File: config.mk
export PLATFORM = sky130hd
export DESIGN_NAME = stream_mux2x1
export DESIGN_NICKNAME = d
export VERILOG_FILES = /design/src/rtl/stream_mux2x1_pkg.sv /design/src/rtl/stream_reg.sv /design/src/rtl/stream_mux2x1.sv
export SDC_FILE = /design/constraint.sdc
export NUM_CORES = 1
export LEC_CHECK = 0
export BUFFER_PORTS_ARGS = -buffer_cell sky130_fd_sc_hd__buf_2
export CAP_MARGIN = 20
export CORE_MARGIN = 5
export CORE_UTILIZATION = 46
export CTS_BUF_LIST = sky130_fd_sc_hd__clkbuf_16
export DETAILED_ROUTE_END_ITERATION = 12
export PLACE_DENSITY = 0.74
export SYNTH_ARGS = -nofsm -noshare
export SYNTH_HDL_FRONTEND = slang
export SYNTH_SLANG_ARGS = --single-unit
export TNS_END_PERCENT = 1
File: constraint.sdc
create_clock -name clk -period 2.1 [get_ports clk]
set_input_delay 0.105 -clock clk [delete_from_list [all_inputs] [get_ports clk]]
set_output_delay 0.105 -clock clk [all_outputs]
set_load 0.01 [all_outputs]
File: src/rtl/stream_mux2x1_pkg.sv
// ============================================================================
// Module      : stream_mux2x1_pkg
// Description : Shared arbitration state encoding and defaults for the
//               two-input stream multiplexer.
// Revision    : 1.0 - initial release
// ============================================================================
`default_nettype none

package stream_mux2x1_pkg;

    localparam int c_DEFAULT_WIDTH    = 8;
    localparam int c_DEFAULT_LOCK_LEN = 4;
    localparam int c_CNT_W            = 8;

    typedef enum logic [1:0] {
        IDLE = 2'b00,
        G0   = 2'b01,
        G1   = 2'b10
    } arb_state_t;

    function automatic arb_state_t grant_of(input logic src);
        return src ? G1 : G0;
    endfunction

endpackage

`default_nettype wire

File: src/rtl/stream_reg.sv
// ============================================================================
// Module      : stream_reg
// Description : Single-entry registered output stage (data, source index,
//               valid) with load/hold behaviour.
// Revision    : 1.0 - initial release
// ============================================================================
`default_nettype none

module stream_reg
    import stream_mux2x1_pkg::*;
#(
    parameter int WIDTH = c_DEFAULT_WIDTH
) (
    input  logic             clk,
    input  logic             rst,
    input  logic             i_load,
    input  logic [WIDTH-1:0] i_data,
    input  logic             i_sel,
    input  logic             i_ready,
    output logic [WIDTH-1:0] o_data,
    output logic             o_sel,
    output logic             o_valid
);

    logic [WIDTH-1:0] r_data;
    logic             r_sel;
    logic             r_valid;

    // A load always wins over a drain so a same-cycle transfer keeps valid high.
    always_ff @(posedge clk or posedge rst) begin
        if (rst) begin
            r_data  <= '0;
            r_sel   <= 1'b0;
            r_valid <= 1'b0;
        end else if (i_load) begin
            r_data  <= i_data;
            r_sel   <= i_sel;
            r_valid <= 1'b1;
        end else if (i_ready) begin
            r_valid <= 1'b0;
        end
    end

    assign o_data  = r_data;
    assign o_sel   = r_sel;
    assign o_valid = r_valid;

endmodule

`default_nettype wire

File: src/rtl/stream_mux2x1.sv
// ============================================================================
// Module      : stream_mux2x1
// Description : Two-source valid/ready stream multiplexer with round-robin
//               tie-break, bounded burst lock and a registered output.
// Revision    : 1.0 - initial release
// ============================================================================
`default_nettype none

module stream_mux2x1
    import stream_mux2x1_pkg::*;
#(
    parameter int WIDTH    = c_DEFAULT_WIDTH,
    parameter int LOCK_LEN = c_DEFAULT_LOCK_LEN
) (
    input  logic             clk,
    input  logic             rst,
    input  logic [WIDTH-1:0] i0_data,
    input  logic             i0_valid,
    output logic             i0_ready,
    input  logic [WIDTH-1:0] i1_data,
    input  logic             i1_valid,
    output logic             i1_ready,
    output logic [WIDTH-1:0] o_data,
    output logic             o_valid,
    input  logic             o_ready,
    output logic             o_sel
);

    localparam logic [c_CNT_W-1:0] c_LOCK = c_CNT_W'(LOCK_LEN);

    arb_state_t          r_state;
    arb_state_t          w_state_nxt;
    logic [c_CNT_W-1:0]  r_cnt;
    logic [c_CNT_W-1:0]  w_cnt_nxt;
    logic [c_CNT_W-1:0]  w_cnt_inc;
    logic                r_last;
    logic                w_last_nxt;
    logic                w_out_free;
    logic                w_own_sel;
    logic                w_own_valid;
    logic                w_oth_valid;
    logic                w_load;
    logic [WIDTH-1:0]    w_in_data;

    assign w_out_free  = ~o_valid | o_ready;
    assign w_own_sel   = (r_state == G1);
    assign w_own_valid = w_own_sel ? i1_valid : i0_valid;
    assign w_oth_valid = w_own_sel ? i0_valid : i1_valid;
    assign w_cnt_inc   = r_cnt + 8'd1;

    assign i0_ready  = (r_state == G0) & w_out_free;
    assign i1_ready  = (r_state == G1) & w_out_free;
    assign w_load    = (i0_valid & i0_ready) | (i1_valid & i1_ready);
    assign w_in_data = w_own_sel ? i1_data : i0_data;

    always_ff @(posedge clk or posedge rst) begin
        if (rst) begin
            r_state <= IDLE;
            r_cnt   <= '0;
            r_last  <= 1'b1;
        end else begin
            r_state <= w_state_nxt;
            r_cnt   <= w_cnt_nxt;
            r_last  <= w_last_nxt;
        end
    end

    always_comb begin
        w_state_nxt = r_state;
        w_cnt_nxt   = r_cnt;
        w_last_nxt  = r_last;
        case (r_state)
            IDLE: begin
                w_cnt_nxt = '0;
                // On a tie the source that did not own the channel last goes first.
                if (i0_valid && i1_valid) begin
                    w_state_nxt = r_last ? G0 : G1;
                end else if (i0_valid) begin
                    w_state_nxt = G0;
                end else if (i1_valid) begin
                    w_state_nxt = G1;
                end
            end
            G0, G1: begin
                if (!w_own_valid) begin
                    w_state_nxt = w_oth_valid ? grant_of(~w_own_sel) : IDLE;
                    w_cnt_nxt   = '0;
                    w_last_nxt  = w_own_sel;
                end else if (w_out_free) begin
                    if (w_cnt_inc == c_LOCK) begin
                        w_cnt_nxt = '0;
                        if (w_oth_valid) begin
                            w_state_nxt = grant_of(~w_own_sel);
                            w_last_nxt  = w_own_sel;
                        end
                    end else begin
                        w_cnt_nxt = w_cnt_inc;
                    end
                end
            end
            default: begin
                w_state_nxt = IDLE;
                w_cnt_nxt   = '0;
            end
        endcase
    end

    stream_reg #(
        .WIDTH (WIDTH)
    ) u_out_reg (
        .clk     (clk),
        .rst     (rst),
        .i_load  (w_load),
        .i_data  (w_in_data),
        .i_sel   (w_own_sel),
        .i_ready (o_ready),
        .o_data  (o_data),
        .o_sel   (o_sel),
        .o_valid (o_valid)
    );

endmodule

`default_nettype wire

==> impl_metrics.ini <==
[die]
die_area_um2 = 3690
rows = 18
coreArea_um2 = 2480
pin_count = 33
die_h_um = 60.8
initial_core_util_pct = 47.8
fp.dieW_um = 60.8

[routing]
first_pass_iters = 4
routed_wirelength_mm = 2.51
post-route-drc-count = 0
final_antenna_net_count = 0
drt_iter0_drc = 21
vias = 997
wl_per_cell_um = 13.3
vias_per_cell = 5.28

[synth]
syn-num-nets = 148
synth_area_leader_cell = dfrtp_1
ys_warn_count = 0
synth.avg_cell_area_um2 = 9.71
synthArstFlopShare_pct = 100
synth_top_cell_area_share_pct = 42.2
yosysSeqAreaShare_pct = 44.5
ys_seq_elements = 21
synth_enable_flop_cells = 0
yosys.cell_types.count = 37
yosys-top-cells-count = dfrtp_1 (20), nor2_1 (15), a21oi_1 (11)
ys_top_cells_by_area = dfrtp_1 (42%), mux2i_1 (7.6%), ha_1 (5.3%), nor2_1 (4.8%), a21oi_1 (4.6%)
synthFlopType = dfrtp_1
synth.most_common_cell = dfrtp_1
netlist_area_um2 = 1180
syn_inst = 122

[cts]
cts_made_buffers = 3
clkLatencyLatePin_ps = 250
path_clk_slew_ps = 60
h-tree-depth = 1
cts_root_buf = clkbuf_16
cts_tree = done
clockBufferDepth = 2
numClockSinks = 21
cts_setup_buffers = 0

[finish]
drive_above_1_share_pct = 32.7
fillers = 216
multi_input_area_um2 = 623
regArea_um2 = 527
diodes = 0
area.growth.synth_to_final_pct = 26.4
fin_nets = 186

[place]
io_buffers = 32
routabilityCongestion = 0.781
place_hpwl_mm = 1.98

[timing]
setup_violations = 1
holdWs_ps = -9.42
hold_viol = 20
skew_ps = 1.25
fin_ws_ps = -4.31
min_period_ps = 2100
slew_headroom_pct = 47.2
rsz0062_at_grt = true
fin_setup_tns_ps = -4.31
slew_viol_final = 0
tightest_slew_ps = 792
fin_crit_sh_pct = 100
clock.fmax_mhz = 475

[pwr]
p_leak_nw = 0.708
peakVddDrop_v = 0.00106
power_density_nw_per_um2 = 1280
p_total_mw = 1.92

[worst_setup_path]
cp-end-kind = register
cp_max_fo = 4
start_kind = register
reg2reg_from = r_cnt[0]
r2r_slack_ps = -4
worstSetupPathType = register to register
critPathRequiredTime_ps = 2290
critPathLaunch = r_cnt[0]
cp.arrival_ps = 2300

[outcome]
status = complete, but fails checks
violations = hold timing, setup timing

[grt]
grt_pass1_wl_mm = 4.41
grt_pass1_vias = 1040
antenna_found_initial = 0
grt_overflow = 0
grt_max_degree = 22
grt_use_total_pct = 15.8

[flow_run]
maxCapViolations = 0

[worst_hold_path]
hold_path.class = input port to asynchronous set/reset pin
## placed cells by master (no fill, tap or decap), drive strengths merged, types with 3 or more instances in the layout
cell type / synthesis / final
buf: 1 / 39
dfrtp: 20 / 20
nor2: 15 / 15
a21oi: 11 / 11
nand2: 10 / 10
mux2i: 9 / 9
xor2: 5 / 5
o21ai: 5 / 5
ha: 5 / 5
inv: 4 / 4
and2: 3 / 3
clkbuf: 5 / 3
and3: 3 / 3
## layer usage
metal  vias up  share of wire, %  track usage [%]
met5         -                 0                0
li1        498                 -                -
met3         5               6.9             4.47
met2        30                52             29.0
met1       464                40             18.1
met4         0              0.92             3.72
## report_power, final
group          internal, mW  switching [mW]  leakage, nW  total [mW]
clock network         0.258           0.153       0.0371       0.411
logic                 0.405           0.476        0.410       0.881
registers             0.543          0.0805        0.260       0.624
## sequential cells by signal (all words and copies together), names as in the netlist
register,flops
u_out_reg.o_sel,1
u_out_reg.o_data,8
r_last,1
r_cnt,8
r_state,2
u_out_reg.o_valid,1
## per-stage QoR
step	cell area (um^2)	cells	util, %	setup WS (ps)
global route	1500	189	60.5	-79.0
finish	1500	189	60.5	-4.31
CTS	1500	189	60.4	6.13
global placement	1410	185	57.0	90.4
detailed placement	1410	185	57.0	15.9
floorplan	1180	122	-	116
## cell families (layout without fill, tap and decap cells)
group	after synthesis	count (layout)	synth area share, %
flops	21	21	44.5
xor+xnor	5	5	3.70
mux	11	11	9.50
compound gates	25	25	13.0
buf+inv	10	47	3.17
fa+ha+maj	5	5	5.28
simple gates	45	45	20.9
## path summary, 6_finish.rpt
| kind | to | depth (start not counted) |
|---|---|---|
| min in group clk | u_out_reg.o_data[1] | 3 |
| setup reg to reg | r_state[0] | 6 |
| setup / recovery | r_state[0] | 6 |
| hold reg to reg | u_out_reg.o_sel | 1 |
| hold / removal | r_cnt[3] | 2 |
| max in group asynchronous | r_state[0] | 2 |
## what timing repair did
item	CTS	global route
resized for setup	0	1
setup endpoints to repair	0	1
hold buffers	0	0
## layout make-up
| cell class | instances | share of cell area [%] |
|---|---|---|
| clock buffers | 3 | 5.01 |
| clock inverters | 1 | 0.501 |
| inverters | 4 | 1.00 |
| multi-input cells | 91 | 41.6 |
| flip-flops and latches | 21 | 35.2 |
| well taps | 30 | 2.51 |
| repair buffers | 39 | 14.2 |
## critical path, stage by stage, from the launching register on
cell      delay (ps)
dfrtp_1          380
ha_2             200
or4b_4           480
nor4_4           210
o221ai_2         190
or4_1            520
nand2_1           70
Note: power is estimated with default switching activity, not from simulation.
